### config.mk
export PLATFORM = sky130hd
export DESIGN_NAME = multicycle_controller_flat
export DESIGN_NICKNAME = d
export VERILOG_FILES = /design/src/rtl/riscv_ctrl_pkg.sv /design/src/rtl/multicycle_controller_if.sv /design/src/rtl/ctrl_wait_timer.sv /design/src/rtl/multicycle_controller.sv /design/src/flat_wrapper.sv
export SDC_FILE = /design/constraint.sdc
export NUM_CORES = 1
export LEC_CHECK = 0
export ABC_AREA = 1
export BUFFER_PORTS_ARGS = -buffer_cell sky130_fd_sc_hd__clkbuf_2
export CORE_ASPECT_RATIO = 0.9
export CORE_MARGIN = 2
export CORE_UTILIZATION = 23
export CTS_BUF_LIST = sky130_fd_sc_hd__clkbuf_4 sky130_fd_sc_hd__clkbuf_8
export CTS_CLUSTER_DIAMETER = 120
export CTS_CLUSTER_SIZE = 16
export DETAILED_ROUTE_END_ITERATION = 12
export MAX_ROUTING_LAYER = met4
export SKIP_CTS_REPAIR_TIMING = 1
export SYNTH_ARGS = -nofsm -noshare
export SYNTH_HDL_FRONTEND = slang
export SYNTH_SLANG_ARGS = --single-unit
export TNS_END_PERCENT = 50
### constraint.sdc
create_clock -name clk -period 3.9 [get_ports clk]
set_input_delay 0.78 -clock clk [delete_from_list [all_inputs] [get_ports clk]]
set_output_delay 0.78 -clock clk [all_outputs]
set_load 0.005 [all_outputs]
### src/rtl/riscv_ctrl_pkg.sv
// Shared types for the multi-cycle RISC-V main controller: opcodes, FSM states,
// fault codes and the ALUOp/JumpType encodings driven to the datapath.
package riscv_ctrl_pkg;

    typedef enum logic [6:0] {
        OP_LOAD   = 7'b0000011,
        OP_IMM    = 7'b0010011,
        OP_AUIPC  = 7'b0010111,
        OP_STORE  = 7'b0100011,
        OP_REG    = 7'b0110011,
        OP_LUI    = 7'b0110111,
        OP_BRANCH = 7'b1100011,
        OP_JALR   = 7'b1100111,
        OP_JAL    = 7'b1101111,
        OP_HALT   = 7'b1111111
    } opcode_t;

    typedef enum logic [2:0] {
        FETCH  = 3'd0,
        DECODE = 3'd1,
        EXEC   = 3'd2,
        MEM    = 3'd3,
        WB     = 3'd4,
        HALT   = 3'd5,
        TRAP   = 3'd6
    } state_t;

    typedef enum logic [1:0] {
        FAULT_NONE    = 2'b00,
        FAULT_ILLEGAL = 2'b01,
        FAULT_IMEM    = 2'b10,
        FAULT_DMEM    = 2'b11
    } fault_t;

    localparam logic [1:0] ALUOP_ADD    = 2'b00;
    localparam logic [1:0] ALUOP_BRANCH = 2'b01;
    localparam logic [1:0] ALUOP_FUNCT  = 2'b10;
    localparam logic [1:0] ALUOP_UPPER  = 2'b11;

    localparam logic [1:0] JT_NONE = 2'b00;
    localparam logic [1:0] JT_JAL  = 2'b01;
    localparam logic [1:0] JT_JALR = 2'b10;

    // HALT is not listed here: it is recognised separately before legality is checked.
    function automatic logic opcode_legal(input logic [6:0] op, input logic en_upper);
        logic ok;
        case (op)
            OP_REG, OP_IMM, OP_LOAD, OP_STORE,
            OP_BRANCH, OP_JAL, OP_JALR:        ok = 1'b1;
            OP_LUI, OP_AUIPC:                  ok = en_upper;
            default:                           ok = 1'b0;
        endcase
        return ok;
    endfunction

endpackage

### src/rtl/multicycle_controller_if.sv
// Control bundle between the main controller (master) and the datapath/memory
// side (slave): opcode and memory handshakes in, control strobes out.
interface multicycle_controller_if;
    logic [6:0] Opcode;
    logic       imem_ready;
    logic       dmem_ready;
    logic       ImemReq;
    logic       IRWrite;
    logic       PCWrite;
    logic       ALUSrc;
    logic       MemtoReg;
    logic       RegWrite;
    logic       MemRead;
    logic       MemWrite;
    logic [1:0] ALUOp;
    logic       Branch;
    logic       Jump;
    logic [1:0] JumpType;
    logic       Halt;
    logic [1:0] Fault;
    logic [2:0] State;

    modport master (
        input  Opcode, imem_ready, dmem_ready,
        output ImemReq, IRWrite, PCWrite, ALUSrc, MemtoReg, RegWrite,
               MemRead, MemWrite, ALUOp, Branch, Jump, JumpType,
               Halt, Fault, State
    );

    modport slave (
        output Opcode, imem_ready, dmem_ready,
        input  ImemReq, IRWrite, PCWrite, ALUSrc, MemtoReg, RegWrite,
               MemRead, MemWrite, ALUOp, Branch, Jump, JumpType,
               Halt, Fault, State
    );
endinterface

### src/rtl/ctrl_wait_timer.sv
// Saturating wait counter for memory handshakes. expired flags the last allowed
// waiting cycle, so the FSM leaves after exactly TIMEOUT_CYCLES unanswered cycles.
module ctrl_wait_timer #(
    parameter int TIMEOUT_CYCLES = 15,
    parameter int TIMEOUT_W      = 4
) (
    input  logic clk,
    input  logic reset,
    input  logic clear,
    input  logic run,
    output logic expired
);
    localparam int                   LAST   = (TIMEOUT_CYCLES > 0) ? TIMEOUT_CYCLES - 1 : 0;
    localparam logic [TIMEOUT_W-1:0] LAST_W = TIMEOUT_W'(LAST);
    localparam logic [TIMEOUT_W-1:0] SAT_W  = {TIMEOUT_W{1'b1}};

    logic [TIMEOUT_W-1:0] r_count;

    // Count waiting cycles; clear takes priority and the count never wraps.
    always_ff @(posedge clk) begin
        if (reset) begin
            r_count <= '0;
        end else if (clear) begin
            r_count <= '0;
        end else if (run && (r_count != SAT_W)) begin
            r_count <= r_count + TIMEOUT_W'(1);
        end else begin
            r_count <= r_count;
        end
    end

    assign expired = (TIMEOUT_CYCLES != 0) && run && (r_count >= LAST_W);

endmodule

### src/rtl/multicycle_controller.sv
// Main FSM of the multi-cycle RISC-V core: FETCH/DECODE/EXEC/MEM/WB sequencing
// with bounded memory waits, and sticky HALT/TRAP states that report a fault.
module multicycle_controller
    import riscv_ctrl_pkg::*;
#(
    parameter int TIMEOUT_CYCLES = 15,
    parameter int TIMEOUT_W      = 4,
    parameter int EN_UPPER_IMM   = 1
) (
    input  logic                    clk,
    input  logic                    reset,
    multicycle_controller_if.master bus
);
    state_t     r_state;
    state_t     w_next_state;
    fault_t     r_fault;
    fault_t     w_next_fault;
    logic [6:0] r_op;

    logic w_run;
    logic w_ready;
    logic w_clear;
    logic w_expired;

    logic       w_imem_req, w_ir_write, w_pc_write, w_alu_src, w_mem_to_reg;
    logic       w_reg_write, w_mem_read, w_mem_write, w_branch, w_jump, w_halt;
    logic [1:0] w_alu_op, w_jump_type, w_fault;
    logic [2:0] w_state;

    assign w_ready = ((r_state == FETCH) && bus.imem_ready) ||
                     ((r_state == MEM)   && bus.dmem_ready);
    assign w_run   = ((r_state == FETCH) && !bus.imem_ready) ||
                     ((r_state == MEM)   && !bus.dmem_ready);
    assign w_clear = w_ready || (w_next_state != r_state);

    ctrl_wait_timer #(
        .TIMEOUT_CYCLES(TIMEOUT_CYCLES),
        .TIMEOUT_W     (TIMEOUT_W)
    ) u_timer (
        .clk    (clk),
        .reset  (reset),
        .clear  (w_clear),
        .run    (w_run),
        .expired(w_expired)
    );

    // State, fault and latched opcode registers.
    always_ff @(posedge clk) begin
        if (reset) begin
            r_state <= FETCH;
            r_fault <= FAULT_NONE;
            r_op    <= 7'd0;
        end else begin
            r_state <= w_next_state;
            r_fault <= w_next_fault;
            if (r_state == DECODE) begin
                r_op <= bus.Opcode;
            end
        end
    end

    // Next-state logic; a ready arriving in the expiry cycle wins over the timeout.
    always_comb begin
        w_next_state = r_state;
        w_next_fault = r_fault;
        case (r_state)
            FETCH: begin
                if (bus.imem_ready) begin
                    w_next_state = DECODE;
                end else if (w_expired) begin
                    w_next_state = TRAP;
                    w_next_fault = FAULT_IMEM;
                end else begin
                    w_next_state = FETCH;
                end
            end
            DECODE: begin
                if (bus.Opcode == OP_HALT) begin
                    w_next_state = HALT;
                end else if (!opcode_legal(bus.Opcode, EN_UPPER_IMM != 0)) begin
                    w_next_state = TRAP;
                    w_next_fault = FAULT_ILLEGAL;
                end else begin
                    w_next_state = EXEC;
                end
            end
            EXEC: begin
                case (r_op)
                    OP_LOAD, OP_STORE:                w_next_state = MEM;
                    OP_REG, OP_IMM, OP_LUI, OP_AUIPC: w_next_state = WB;
                    OP_BRANCH, OP_JAL, OP_JALR:       w_next_state = FETCH;
                    default: begin
                        w_next_state = TRAP;
                        w_next_fault = FAULT_ILLEGAL;
                    end
                endcase
            end
            MEM: begin
                if (bus.dmem_ready) begin
                    w_next_state = (r_op == OP_STORE) ? FETCH : WB;
                end else if (w_expired) begin
                    w_next_state = TRAP;
                    w_next_fault = FAULT_DMEM;
                end else begin
                    w_next_state = MEM;
                end
            end
            WB:      w_next_state = FETCH;
            HALT:    w_next_state = HALT;
            TRAP:    w_next_state = TRAP;
            default: w_next_state = TRAP;
        endcase
    end

    // Control outputs from state and latched opcode; forced quiet while reset is held.
    always_comb begin
        w_imem_req   = 1'b0;
        w_ir_write   = 1'b0;
        w_pc_write   = 1'b0;
        w_alu_src    = 1'b0;
        w_mem_to_reg = 1'b0;
        w_reg_write  = 1'b0;
        w_mem_read   = 1'b0;
        w_mem_write  = 1'b0;
        w_alu_op     = ALUOP_ADD;
        w_branch     = 1'b0;
        w_jump       = 1'b0;
        w_jump_type  = JT_NONE;
        w_halt       = 1'b0;
        w_fault      = 2'b00;
        w_state      = FETCH;
        if (reset) begin
            w_state = FETCH;
        end else begin
            w_state = r_state;
            w_fault = r_fault;
            case (r_state)
                FETCH: begin
                    w_imem_req = 1'b1;
                    w_ir_write = bus.imem_ready;
                end
                EXEC: begin
                    case (r_op)
                        OP_REG: w_alu_op = ALUOP_FUNCT;
                        OP_IMM: begin
                            w_alu_src = 1'b1;
                            w_alu_op  = ALUOP_FUNCT;
                        end
                        OP_LUI, OP_AUIPC: begin
                            w_alu_src = 1'b1;
                            w_alu_op  = ALUOP_UPPER;
                        end
                        OP_LOAD, OP_STORE: w_alu_src = 1'b1;
                        OP_BRANCH: begin
                            w_branch   = 1'b1;
                            w_alu_op   = ALUOP_BRANCH;
                            w_pc_write = 1'b1;
                        end
                        OP_JAL: begin
                            w_jump      = 1'b1;
                            w_jump_type = JT_JAL;
                            w_reg_write = 1'b1;
                            w_pc_write  = 1'b1;
                        end
                        OP_JALR: begin
                            w_alu_src   = 1'b1;
                            w_jump      = 1'b1;
                            w_jump_type = JT_JALR;
                            w_reg_write = 1'b1;
                            w_pc_write  = 1'b1;
                        end
                        default: w_alu_op = ALUOP_ADD;
                    endcase
                end
                MEM: begin
                    w_mem_read  = (r_op == OP_LOAD);
                    w_mem_write = (r_op == OP_STORE);
                    w_pc_write  = (r_op == OP_STORE) && bus.dmem_ready;
                end
                WB: begin
                    w_reg_write  = 1'b1;
                    w_pc_write   = 1'b1;
                    w_mem_to_reg = (r_op == OP_LOAD);
                end
                HALT:    w_halt = 1'b1;
                TRAP:    w_halt = 1'b1;
                default: w_halt = 1'b0;
            endcase
        end
    end

    assign bus.ImemReq  = w_imem_req;
    assign bus.IRWrite  = w_ir_write;
    assign bus.PCWrite  = w_pc_write;
    assign bus.ALUSrc   = w_alu_src;
    assign bus.MemtoReg = w_mem_to_reg;
    assign bus.RegWrite = w_reg_write;
    assign bus.MemRead  = w_mem_read;
    assign bus.MemWrite = w_mem_write;
    assign bus.ALUOp    = w_alu_op;
    assign bus.Branch   = w_branch;
    assign bus.Jump     = w_jump;
    assign bus.JumpType = w_jump_type;
    assign bus.Halt     = w_halt;
    assign bus.Fault    = w_fault;
    assign bus.State    = w_state;

endmodule

### src/flat_wrapper.sv
// flat-port wrapper written by rule: the top's interface ports become plain ports
module multicycle_controller_flat import riscv_ctrl_pkg::*;
#(
    parameter int TIMEOUT_CYCLES = 15,
    parameter int TIMEOUT_W      = 4,
    parameter int EN_UPPER_IMM   = 1
)
  (clk, reset, bus_Opcode, bus_imem_ready, bus_dmem_ready, bus_ImemReq, bus_IRWrite, bus_PCWrite, bus_ALUSrc, bus_MemtoReg, bus_RegWrite, bus_MemRead, bus_MemWrite, bus_ALUOp, bus_Branch, bus_Jump, bus_JumpType, bus_Halt, bus_Fault, bus_State);
  multicycle_controller_if bus_i ();
  input  logic clk;
  input  logic reset;
  input wire logic [$bits(bus_i.Opcode)-1:0] bus_Opcode;
  input wire logic [$bits(bus_i.imem_ready)-1:0] bus_imem_ready;
  input wire logic [$bits(bus_i.dmem_ready)-1:0] bus_dmem_ready;
  output wire logic [$bits(bus_i.ImemReq)-1:0] bus_ImemReq;
  output wire logic [$bits(bus_i.IRWrite)-1:0] bus_IRWrite;
  output wire logic [$bits(bus_i.PCWrite)-1:0] bus_PCWrite;
  output wire logic [$bits(bus_i.ALUSrc)-1:0] bus_ALUSrc;
  output wire logic [$bits(bus_i.MemtoReg)-1:0] bus_MemtoReg;
  output wire logic [$bits(bus_i.RegWrite)-1:0] bus_RegWrite;
  output wire logic [$bits(bus_i.MemRead)-1:0] bus_MemRead;
  output wire logic [$bits(bus_i.MemWrite)-1:0] bus_MemWrite;
  output wire logic [$bits(bus_i.ALUOp)-1:0] bus_ALUOp;
  output wire logic [$bits(bus_i.Branch)-1:0] bus_Branch;
  output wire logic [$bits(bus_i.Jump)-1:0] bus_Jump;
  output wire logic [$bits(bus_i.JumpType)-1:0] bus_JumpType;
  output wire logic [$bits(bus_i.Halt)-1:0] bus_Halt;
  output wire logic [$bits(bus_i.Fault)-1:0] bus_Fault;
  output wire logic [$bits(bus_i.State)-1:0] bus_State;
  assign bus_i.Opcode = bus_Opcode;
  assign bus_i.imem_ready = bus_imem_ready;
  assign bus_i.dmem_ready = bus_dmem_ready;
  assign bus_ImemReq = bus_i.ImemReq;
  assign bus_IRWrite = bus_i.IRWrite;
  assign bus_PCWrite = bus_i.PCWrite;
  assign bus_ALUSrc = bus_i.ALUSrc;
  assign bus_MemtoReg = bus_i.MemtoReg;
  assign bus_RegWrite = bus_i.RegWrite;
  assign bus_MemRead = bus_i.MemRead;
  assign bus_MemWrite = bus_i.MemWrite;
  assign bus_ALUOp = bus_i.ALUOp;
  assign bus_Branch = bus_i.Branch;
  assign bus_Jump = bus_i.Jump;
  assign bus_JumpType = bus_i.JumpType;
  assign bus_Halt = bus_i.Halt;
  assign bus_Fault = bus_i.Fault;
  assign bus_State = bus_i.State;
  multicycle_controller #(.TIMEOUT_CYCLES(TIMEOUT_CYCLES), .TIMEOUT_W(TIMEOUT_W), .EN_UPPER_IMM(EN_UPPER_IMM)) u_core (.clk(clk), .reset(reset), .bus(bus_i));
endmodule
Word level (Yosys, flattened, before mapping)

Index checks and enable logic that the tools add are counted.

Bits in registers: 16
Input bits: 11
Word-level logic and storage cells: 120

Add/subtract/negate cells: 1
Order comparisons: 1
Equality and inequality tests: 34
Mux-type cells: 54
Reductions and logical operators: 26

Operators by type and width:

| cell                                                            | number |
|---|---|
| 7-bit == test, second input constant                            | 7 |
| 7-bit by 6-bit == test with 1-bit output, second input constant | 6 |
| 7-bit by 5-bit == test with 1-bit output, second input constant | 4 |
| 1-bit 2-to-1 mux                                                | 27 |
| 2-bit 2-to-1 mux                                                | 12 |
| 3-bit 2-to-1 mux                                                | 8 |
| 3-bit case mux with 6 select lines                              | 1 |
| 9-bit OR reduction                                              | 2 |
| 7-bit by 2-bit == test with 1-bit output, second input constant | 2 |
| 2-bit != test, second input constant                            | 7 |
| 2-bit OR reduction                                              | 6 |
| 3-bit == test, second input constant                            | 3 |
| 3-bit case mux with 3 select lines                              | 1 |
| 2-bit case mux with 4 select lines                              | 1 |
| 8-bit AND reduction                                             | 1 |
| 1-bit logical AND                                               | 7 |
| 3-bit by 2-bit == test with 1-bit output, second input constant | 2 |
| 2-bit case mux with 3 select lines                              | 1 |
| 6-bit OR reduction                                              | 1 |
| 4-bit by 1-bit adder with 4-bit output, second input constant   | 1 |
| 4-bit >= comparator, second input constant                      | 1 |
| 4-bit != test, second input constant                            | 1 |
| 2-bit case mux with 2 select lines                              | 1 |
| 4-bit nonzero test                                              | 1 |
| other kinds (9)                                                 | 12 |

Logic depth before layout (Yosys ltp)

Gate-level depths: netlist of the first run.

Depth in word-level cells: 11
Mapped depth: 13
Mapped depth without buffers: 13

By module

From an unflattened synthesis of the first run, not the netlist that was laid out.

Cell total of the unflattened synthesis: 220
Area, all modules: 1277.5 um^2

By module, submodules not included:

| module                | times used | cells each | area each (um^2) |
|---|---|---|---|
| multicycle_controller | 1          | 186        | 1026.0 |
| ctrl_wait_timer       | 1          | 34         | 251.5 |

Worst setup path after synthesis of the first run

No wires, ideal clock.

Kind: input port to output port
From: input port reset
To: output port bus_JumpType[0]
Arrival: 1.510 ns
Path slack: 1.610 ns
Cell stages on the path: 6
Path buffers: 1
Cells stage by stage: clkbuf_1 -> nor2_2 -> nand2_1 -> nor2_2 -> inv_2 -> nor2_1

Longest elaborated chain between the ends: 1

RTL lines:

| item             | RTL line                     | source |
|---|---|---|
| start, declared  | flat_wrapper.sv:11           | `input logic reset;` |
| 2-bit 2-to-1 mux | multicycle_controller.sv:132 | `if (reset) begin` |
| end, declared    | flat_wrapper.sv:26           | `output wire logic [$bits(bus_i.JumpType)-1:0] bus_JumpType;` |

No other way between the ends.

Worst setup path in the final report of the first run

Same ends and word-level chain as after synthesis.

==> results of run 1 <==
flip-flops by register name (all words and copies together) (netlist names):
signal,flops
u_core.u_timer.r_count,4
u_core.r_fault,2
u_core.r_state,3
u_core.r_op,7
cell type report:
type / instances / area [sq um]
fillers: 597 / 3770
multi-input cells: 157 / 767
flip-flops and latches: 16 / 320
inverters: 41 / 154
repair buffers: 30 / 150
well taps: 67 / 83.8
clock buffers: 3 / 41.3
worst max-delay path, stage by stage:
cell      delay, ps
clkbuf_2        260
nor2_2          230
nand2_1         120
nor2_2          130
inv_2            50
nor2_1           80
clkbuf_2        110
layer usage:
layer / vias to the layer above / GRT usage / wire length, microns
met5: - / - / 0
met4: 0 / 0.0611 / 73
met3: 4 / 0.0144 / 163
met2: 41 / 0.168 / 1360
met1: 598 / 0.152 / 1560
li1: 740 / - / -
worst max-delay path by stage:
stage | from | end | slack (ps) | cells past startpoint
2_1_floorplan | reset | bus_JumpType[0] | 1610 | 6
3_3_place_gp | reset | bus_JumpType[0] | 1390 | 7
3_5_place_dp | reset | bus_JumpType[0] | 1350 | 7
4_1_cts | u_core.r_state[2] | bus_JumpType[0] | 1350 | 8
5_1_grt | u_core.r_state[2] | bus_JumpType[0] | 1200 | 8
6_report | reset | bus_JumpType[0] | 1370 | 7
power by group:
| part | internal, mW | switching (mW) | total, mW |
|---|---|---|---|
| clock | 0.0685 | 0.0539 | 0.122 |
| combinational | 0.122 | 0.235 | 0.357 |
| sequential | 0.199 | 0.0481 | 0.247 |
cell usage in the layout (no fill, tap or decap):
master / n
nand4_1: 4
inv_2: 5
ha_1: 2
clkbuf_2: 30
nand2_2: 2
inv_1: 35
nor3_1: 5
a21oi_1: 9
clkinv_1: 1
o21ai_1: 2
nor2_2: 7
nor3_4: 1
nand2_1: 50
nand3_1: 20
o221ai_1: 1
nand3_2: 1
o21ai_0: 7
nor2_1: 35
nand3b_1: 2
clkbuf_8: 3
nor2_4: 1
o21ai_2: 2
xor2_1: 3
dfxtp_1: 16
a31oi_1: 1
o211ai_1: 2
cells by family after synthesis:
family,count (synthesis),share of synthesized area
and+or+nand+nor,128,0.453
xor gates and xnor gates,3,0.0206
adders and majority gates,2,0.0196
buffers and inverters,46,0.147
AOI/OAI and AO/OA,24,0.108
DFF,16,0.251
==> flow_summary.yaml, run 1 <==
yosys:
  synthArstFlopShare: 0
  ys_seq_area_frac: 0.251
  ys_warn_count: 0
  synthMostInstantiatedCell: "nand2_1"
  synth_nets: 232
  synth.area.top_cells: "dfxtp_1 (25%), nand2_1 (15%), inv_1 (10%), nor2_1 (10%), nand3_1 (7.9%)"
  avgSynthCellArea_sq_um: 5.82
  yosysTopAreaCell: "dfxtp_1"
  synth_top_area_share: 0.251
  ys.flop_type: "dfxtp_1"
  yosys-top-cells-count: "nand2_1 (50), inv_1 (35), nor2_1 (35)"
  postSynthCellCount: 219
  synth_seq_cells: 16
  synth_cell_types: 26
  synth_edf_count: 0
  syn_area_sq_um: 1270
placement:
  hpwl_mm: 2.64
  place_inst: 311
  place_ws_ps: 1350
  portBuffers: 30
  gp_congestion: 0.866
  place_area_sq_um: 1480
grt:
  grt_usage: 0.114
  grt_pass1_vias: 1171
  grt_max_degree: 20
  antenna_found_initial: 0
  grt-ovfl-total: 0
  grt_pass1_wl_mm: 5.22
route:
  via_per_inst: 4.40
  drc: 0
  routed_wl_mm: 3.15
  routedWlPerCell_microns: 10.0
  ant_nets: 0
  firstDrtPassIters: 4
  routed-via-count: 1383
  drtIter0Drc: 43
run:
  drv_cap: 0
critical_path:
  required_ps: 3120
  crit_fanout: 19
  endpoint_kind: "output pin"
  reg2reg_setup_slack_ps: 1790
  critPathArrivalTime_ps: 1750
  r2r_start: "u_core.r_state[2]"
  path_class: "in2out"
  reg2reg_to: "u_core.u_timer.r_count[2]"
  reg2reg_depth: 9
  startpoint_type: "input pin"
finish:
  layoutNonFillerInstCount: 314
  antennaDiodeCount: 0
  finalInstanceArea_sq_um: 1520
  nets: 262
  drive_above_1_share: 0.211
  area.growth.synth_to_final_pct: 18.9
  fin_util: 0.287
power_and_ir_drop:
  peakVddDrop_mv: 0.117
  powerDensity_nw_per_um2: 479
  total_power_uw: 726
  power.leakage_nw: 0.735
clock_network:
  cts_made_buffers: 3
  max-clock-path-buffers: 2
  clk_latency_ps: 250
  clock_sinks: 16
  clockRootBuffer: "clkbuf_8"
  clkTransAtPathRegs_ps: 60
  cts_tree: "done"
  cts_htree_levels: 1
hold_path:
  holdPathEnd: "u_core.r_fault[1]"
  hold_class: "reg2reg"
  whs_path_depth: 2
  min_from: "u_core.r_fault[1]"
status:
  outcome: "complete, no violations"
floorplan:
  initial_utilization: 0.241
  die-area_sq_um: 6160
  die_y_microns: 74.6
  rows: 25
  core_area_sq_um: 5290
  top_level_ports: 31
  die-width_microns: 82.5
sta:
  hold_viol: 0
  clock_skew_ps: 0.732
  setup_slack_ps: 1370
  period_share: 0.650
  fin_hold_ws_ps: 459
  min_period_ps: 2530
  finalMaxSlewViolations: 0
  fmax_mhz: 395
  rsz0062_at_grt: "no"
  relSlewSlack: 0.648
  tightestPinTransition_ps: 527
  tns_ps: 0
  setup_violations: 0
Power figures use the tool's default switching activity.
==> run 2, diff against run 1 <==
--- a/config.mk
+++ b/config.mk
@@ -5,7 +5,7 @@
 export SDC_FILE = /design/constraint.sdc
 export NUM_CORES = 1
 export LEC_CHECK = 0
-export ABC_AREA = 1
+export ABC_AREA = 0
 export BUFFER_PORTS_ARGS = -buffer_cell sky130_fd_sc_hd__clkbuf_2
 export CORE_ASPECT_RATIO = 0.9
 export CORE_MARGIN = 2
==> constraint.sdc (replaced) <==
create_clock -name clk -period 2.1 [get_ports clk]
set_input_delay 0.42 -clock clk [delete_from_list [all_inputs] [get_ports clk]]
set_output_delay 0.42 -clock clk [all_outputs]
set_load 0.005 [all_outputs]
==> flow_summary.yaml, run 2 <==
route:
  via_per_inst: 4.95
  routedWlPerCell_microns: 13.1
  ant_nets: 0
  drtIter0Drc: 60
  firstDrtPassIters: 4
  drc: 0
  routed_wl_mm: 3.74
  routed-via-count: 1412
critical_path:
  required_ps: 1680
  endpoint_kind: "output pin"
  crit_fanout: 3
  path_class: "reg2out"
  cp_cell_sequence: "or3_4 -> or3_4 -> nor4_2 -> clkbuf_2"
  worst_path_max_delay_cell: "or3_4"
  crit_path_max_incr_delay_ps: 400
  startpoint_type: "flop"
  critPathMostFrequentCell: "or3_4"
  reg2reg_depth: 6
  critPathArrivalTime_ps: 1640
clock_network:
  clockRootBuffer: "clkbuf_8"
  cts_tree: "done"
  clkTransAtPathRegs_ps: 60
  clock_sinks: 16
  cts_htree_levels: 1
  clk_latency_ps: 260
  cts_made_buffers: 3
  max-clock-path-buffers: 2
yosys:
  syn_area_sq_um: 1240
  synth-simple-area-share: 0.378
  synth_compound_area_frac: 0.215
  avgSynthCellArea_sq_um: 7.22
  yosys-top-cells-count: "nor2_1 (29), nand2_1 (25), dfxtp_1 (16)"
  synthMostInstantiatedCell: "nor2_1"
  synth_top_area_share: 0.258
  ys_seq_area_frac: 0.258
  ys.flop_type: "dfxtp_1"
  postSynthCellCount: 172
  synth_seq_cells: 16
  post_synth_fa_ha_maj_area_fraction: 0.0201
  synth_top_family_by_area: "simple AND/OR/NAND/NOR gates"
  synth.area.top_cells: "dfxtp_1 (26%), nor2_1 (8.8%), nand2_1 (7.6%), a21oi_1 (6.0%), nor3_1 (3.6%)"
  synth_cell_types: 52
  synthArstFlopShare: 0
  yosys-mux-area-fraction: 0.0342
  synthXorXnorAreaFrac: 0.0352
  synth_edf_count: 0
  yosysTopAreaCell: "dfxtp_1"
  ys_warn_count: 0
  synth_nets: 185
grt:
  grt_pass1_wl_mm: 5.98
  antenna_found_initial: 0
  grt_pass1_vias: 1313
  grt_usage: 0.131
  grt-ovfl-total: 0
  grt_max_degree: 17
floorplan:
  rows: 25
  initial_utilization: 0.238
  die_y_microns: 73.7
  core_area_sq_um: 5220
  top_level_ports: 31
  die-area_sq_um: 6010
  die-width_microns: 81.5
run:
  drv_cap: 0
sta:
  finalMaxSlewViolations: 0
  min_period_ps: 2060
  hold_viol: 0
  fmax_mhz: 486
  setup_slack_ps: 41.0
  clock_skew_ps: 2.28
  fin_hold_ws_ps: 396
  period_share: 0.980
  tns_ps: 0
  tightestPinTransition_ps: 475
  relSlewSlack: 0.681
  setup_violations: 0
  rsz0062_at_grt: "yes"
placement:
  gp_congestion: 0.926
  place_ws_ps: 64.9
  hpwl_mm: 2.93
  portBuffers: 30
finish:
  largest_reg_flops: 7
  final_common_cell: "clkbuf_2"
  regMostFlops: "u_core.r_op"
  n_fill_cell: 576
  antennaDiodeCount: 0
  reg.largest.list: "u_core.r_op: 7 flops, u_core.u_timer.r_count: 4 flops, u_core.r_state: 3 flops"
  nets: 232
  final_cell_mix: "clkbuf_2 (29), nor2_1 (27), nand2_1 (25), buf_4 (20), a21oi_1 (14)"
  drive_above_1_share: 0.367
  fin_util: 0.329
  area.growth.synth_to_final_pct: 38.2
hold_path:
  whs_path_depth: 3
  hold_class: "in2reg"
status:
  outcome: "complete, no violations"
power_and_ir_drop:
  peakVddDrop_mv: 0.430
  power.leakage_nw: 0.695
  powerDensity_nw_per_um2: 1120
run 2: cell count changes in the layout (fill, tap and decap cells not counted), moves of 4 or more:
cell	delta
inv_2	-4
o21ai_0	-4
nor2b_1	+5
nor2_2	-5
nand2_1	-25
nor2_1	-8
nand3_1	-18
a21oi_1	+5
dfxtp_1	-4
inv_1	-30
buf_4	+20
run 2: worst paths after layout:
| kind | start | to | slack (ps) |
|---|---|---|---|
| worst max-delay path | u_core.r_op[2] | bus_MemtoReg | 40 |
| worst min-delay path | bus_Opcode[1] | u_core.r_op[1] | 400 |
| worst max register to register | u_core.r_state[0] | u_core.u_timer.r_count[1] | 110 |
| worst min register to register | u_core.r_op[0] | u_core.r_op[0] | 500 |
run 2: layout make-up:
class | count | area [sq um] | share of cell area
Inverter | 7 | 30.0 | 0.0175
Sequential cell | 16 | 328 | 0.191
Tap cell | 67 | 83.8 | 0.0488
Clock buffer | 4 | 55.1 | 0.0321
Multi-Input combinational cell | 141 | 920 | 0.536
Timing Repair Buffer | 50 | 300 | 0.175
run 2: stage by stage:
stage	std cells	instance area, sq um	total power [mW]
2_1_floorplan	172	1240	1.18
3_3_place_gp	280	1570	1.54
3_5_place_dp	280	1570	1.55
4_1_cts	284	1630	1.84
5_1_grt	285	1720	2.06
6_report	285	1720	1.92
run 2: critical path: cells and delay by family (launching register included):
family                 cells  cell delay, ps
flip-flops                 1             310
buffers and inverters      1             150
AND/OR/NAND/NOR            3             920
run 2: logic make-up (layout without fill, tap and decap cells):
logic type	Yosys count	count (layout)
AOI/OAI and AO/OA	37	37
xor gates and xnor gates	5	5
and+or+nand+nor	93	93
adders and majority gates	2	2
muxes	4	4
buffers and inverters	15	61
DFF	16	16
run 2: layer usage:
layer | track usage | up-vias | share of wire
met2 | 0.204 | 37 | 0.46
met5 | - | - | 0
met4 | 0.0358 | 0 | 0.013
li1 | - | 703 | -
met1 | 0.170 | 664 | 0.46
met3 | 0.0307 | 8 | 0.064
run 2: power breakdown:
part	switching (mW)	total (mW)	internal, mW	leakage (nW)
sequential	0.0939	0.482	0.388	0.132
clock	0.118	0.285	0.167	0.0288
combinational	0.629	1.15	0.524	0.534
==> run 3, diff against run 2 <==
--- a/config.mk
+++ b/config.mk
@@ -15,6 +15,7 @@
 export CTS_CLUSTER_SIZE = 16
 export DETAILED_ROUTE_END_ITERATION = 12
 export MAX_ROUTING_LAYER = met4
+export SETUP_SLACK_MARGIN = 0.1
 export SKIP_CTS_REPAIR_TIMING = 1
 export SYNTH_ARGS = -nofsm -noshare
 export SYNTH_HDL_FRONTEND = slang
==> flow_summary.yaml, run 3 (synthesized netlist as in run 2, its figures left out) <==
sta:
  period_share: 0.969
  fin_hold_ws_ps: 397
  fmax_mhz: 491
  setup_violations: 0
  tns_ps: 0
  tightestPinTransition_ps: 513
  finalMaxSlewViolations: 0
  rsz0062_at_grt: "yes"
  relSlewSlack: 0.656
  hold_viol: 0
  min_period_ps: 2040
  clock_skew_ps: 2.12
finish:
  reg.largest.list: "u_core.r_op: 7 flops, u_core.u_timer.r_count: 4 flops, u_core.r_state: 3 flops"
  final_cell_mix: "nor2_1 (27), buf_4 (26), nand2_1 (25), clkbuf_2 (25), a21oi_1 (14)"
  final_common_cell: "nor2_1"
  regMostFlops: "u_core.r_op"
  nets: 241
  drive_above_1_share: 0.396
  n_fill_cell: 561
  area.growth.synth_to_final_pct: 45.2
  largest_reg_flops: 7
  antennaDiodeCount: 0
grt:
  antenna_found_initial: 0
  grt-ovfl-total: 0
  grt_max_degree: 17
  grt_pass1_wl_mm: 5.98
  grt_pass1_vias: 1313
  grt_usage: 0.131
floorplan:
  die-width_microns: 81.5
  die-area_sq_um: 6010
  initial_utilization: 0.238
  core_area_sq_um: 5220
  rows: 25
  die_y_microns: 73.7
  top_level_ports: 31
clock_network:
  cts_tree: "done"
  clk_latency_ps: 260
  clockRootBuffer: "clkbuf_8"
  cts_made_buffers: 3
  max-clock-path-buffers: 2
  clkTransAtPathRegs_ps: 70
  cts_htree_levels: 1
  clock_sinks: 16
status:
  outcome: "complete, no violations"
critical_path:
  critPathMostFrequentCell: "or3_4"
  critPathArrivalTime_ps: 1620
  cp_cell_sequence: "or3_4 -> or3_4 -> nor4_2 -> buf_2"
  startpoint_type: "flop"
  endpoint_kind: "output pin"
  worst_path_max_delay_cell: "or3_4"
  crit_fanout: 3
  crit_path_max_incr_delay_ps: 380
  path_class: "reg2out"
  required_ps: 1680
route:
  drc: 0
  via_per_inst: 4.94
  routed_wl_mm: 3.88
  routed-via-count: 1452
  routedWlPerCell_microns: 13.2
  firstDrtPassIters: 4
  drtIter0Drc: 78
  ant_nets: 0
power_and_ir_drop:
  power.leakage_nw: 0.760
  total_power_mw: 2.03
  peakVddDrop_mv: 0.436
  powerDensity_nw_per_um2: 1130
placement:
  hpwl_mm: 2.93
  gp_congestion: 0.926
  portBuffers: 30
hold_path:
  hold_class: "in2reg"
run:
  drv_cap: 0
run 3: worst paths after layout:
check,startpoint,slack (ps),endpoint,cells past startpoint
setup / recovery,u_core.r_op[2],60,bus_MemtoReg,4
setup reg to reg,u_core.r_op[2],100,u_core.u_timer.r_count[1],7
hold / removal,bus_Opcode[1],400,u_core.r_op[1],3
hold reg to reg,u_core.r_op[0],500,u_core.r_op[0],2
run 3: worst max-delay path, delay by kind of cell (launching register included):
| family | cells | cell delay (ps) |
|---|---|---|
| buffers and inverters | 1 | 150 |
| and+or+nand+nor | 3 | 890 |
| DFF | 1 | 320 |
run 3: metrics by stage:
stage	std cells	setup WS [ps]	instance area (sq um)	utilization
6_report	294	64.7	1800	0.345
5_1_grt	294	-15.4	1800	0.345
4_1_cts	284	-166	1630	0.311
3_5_place_dp	280	64.9	1570	0.301
3_3_place_gp	280	81.8	1570	0.301
2_1_floorplan	172	216	1240	-
run 3: layer usage:
| layer | wire, microns | GRT usage | up-vias |
|---|---|---|---|
| met5 | 0 | - | - |
| met4 | 46 | 0.0358 | 0 |
| met3 | 259 | 0.0307 | 6 |
| met2 | 1800 | 0.204 | 43 |
| met1 | 1770 | 0.170 | 677 |
| li1 | - | - | 726 |
run 3: report_power, final:
part | total (mW) | switching [mW] | internal, mW
sequential | 0.475 | 0.0806 | 0.394
combinational | 1.27 | 0.669 | 0.605
clock | 0.285 | 0.118 | 0.167
run 3: cell type report:
class                      instances  area [sq um]  share of cell area
multi-input combinational        141           920               0.510
timing repair buffer              59           380               0.211
sequential                        16           333               0.184
tap                               67          83.8              0.0465
clock buffer                       4          55.1              0.0305
inverter                           7          32.5              0.0180
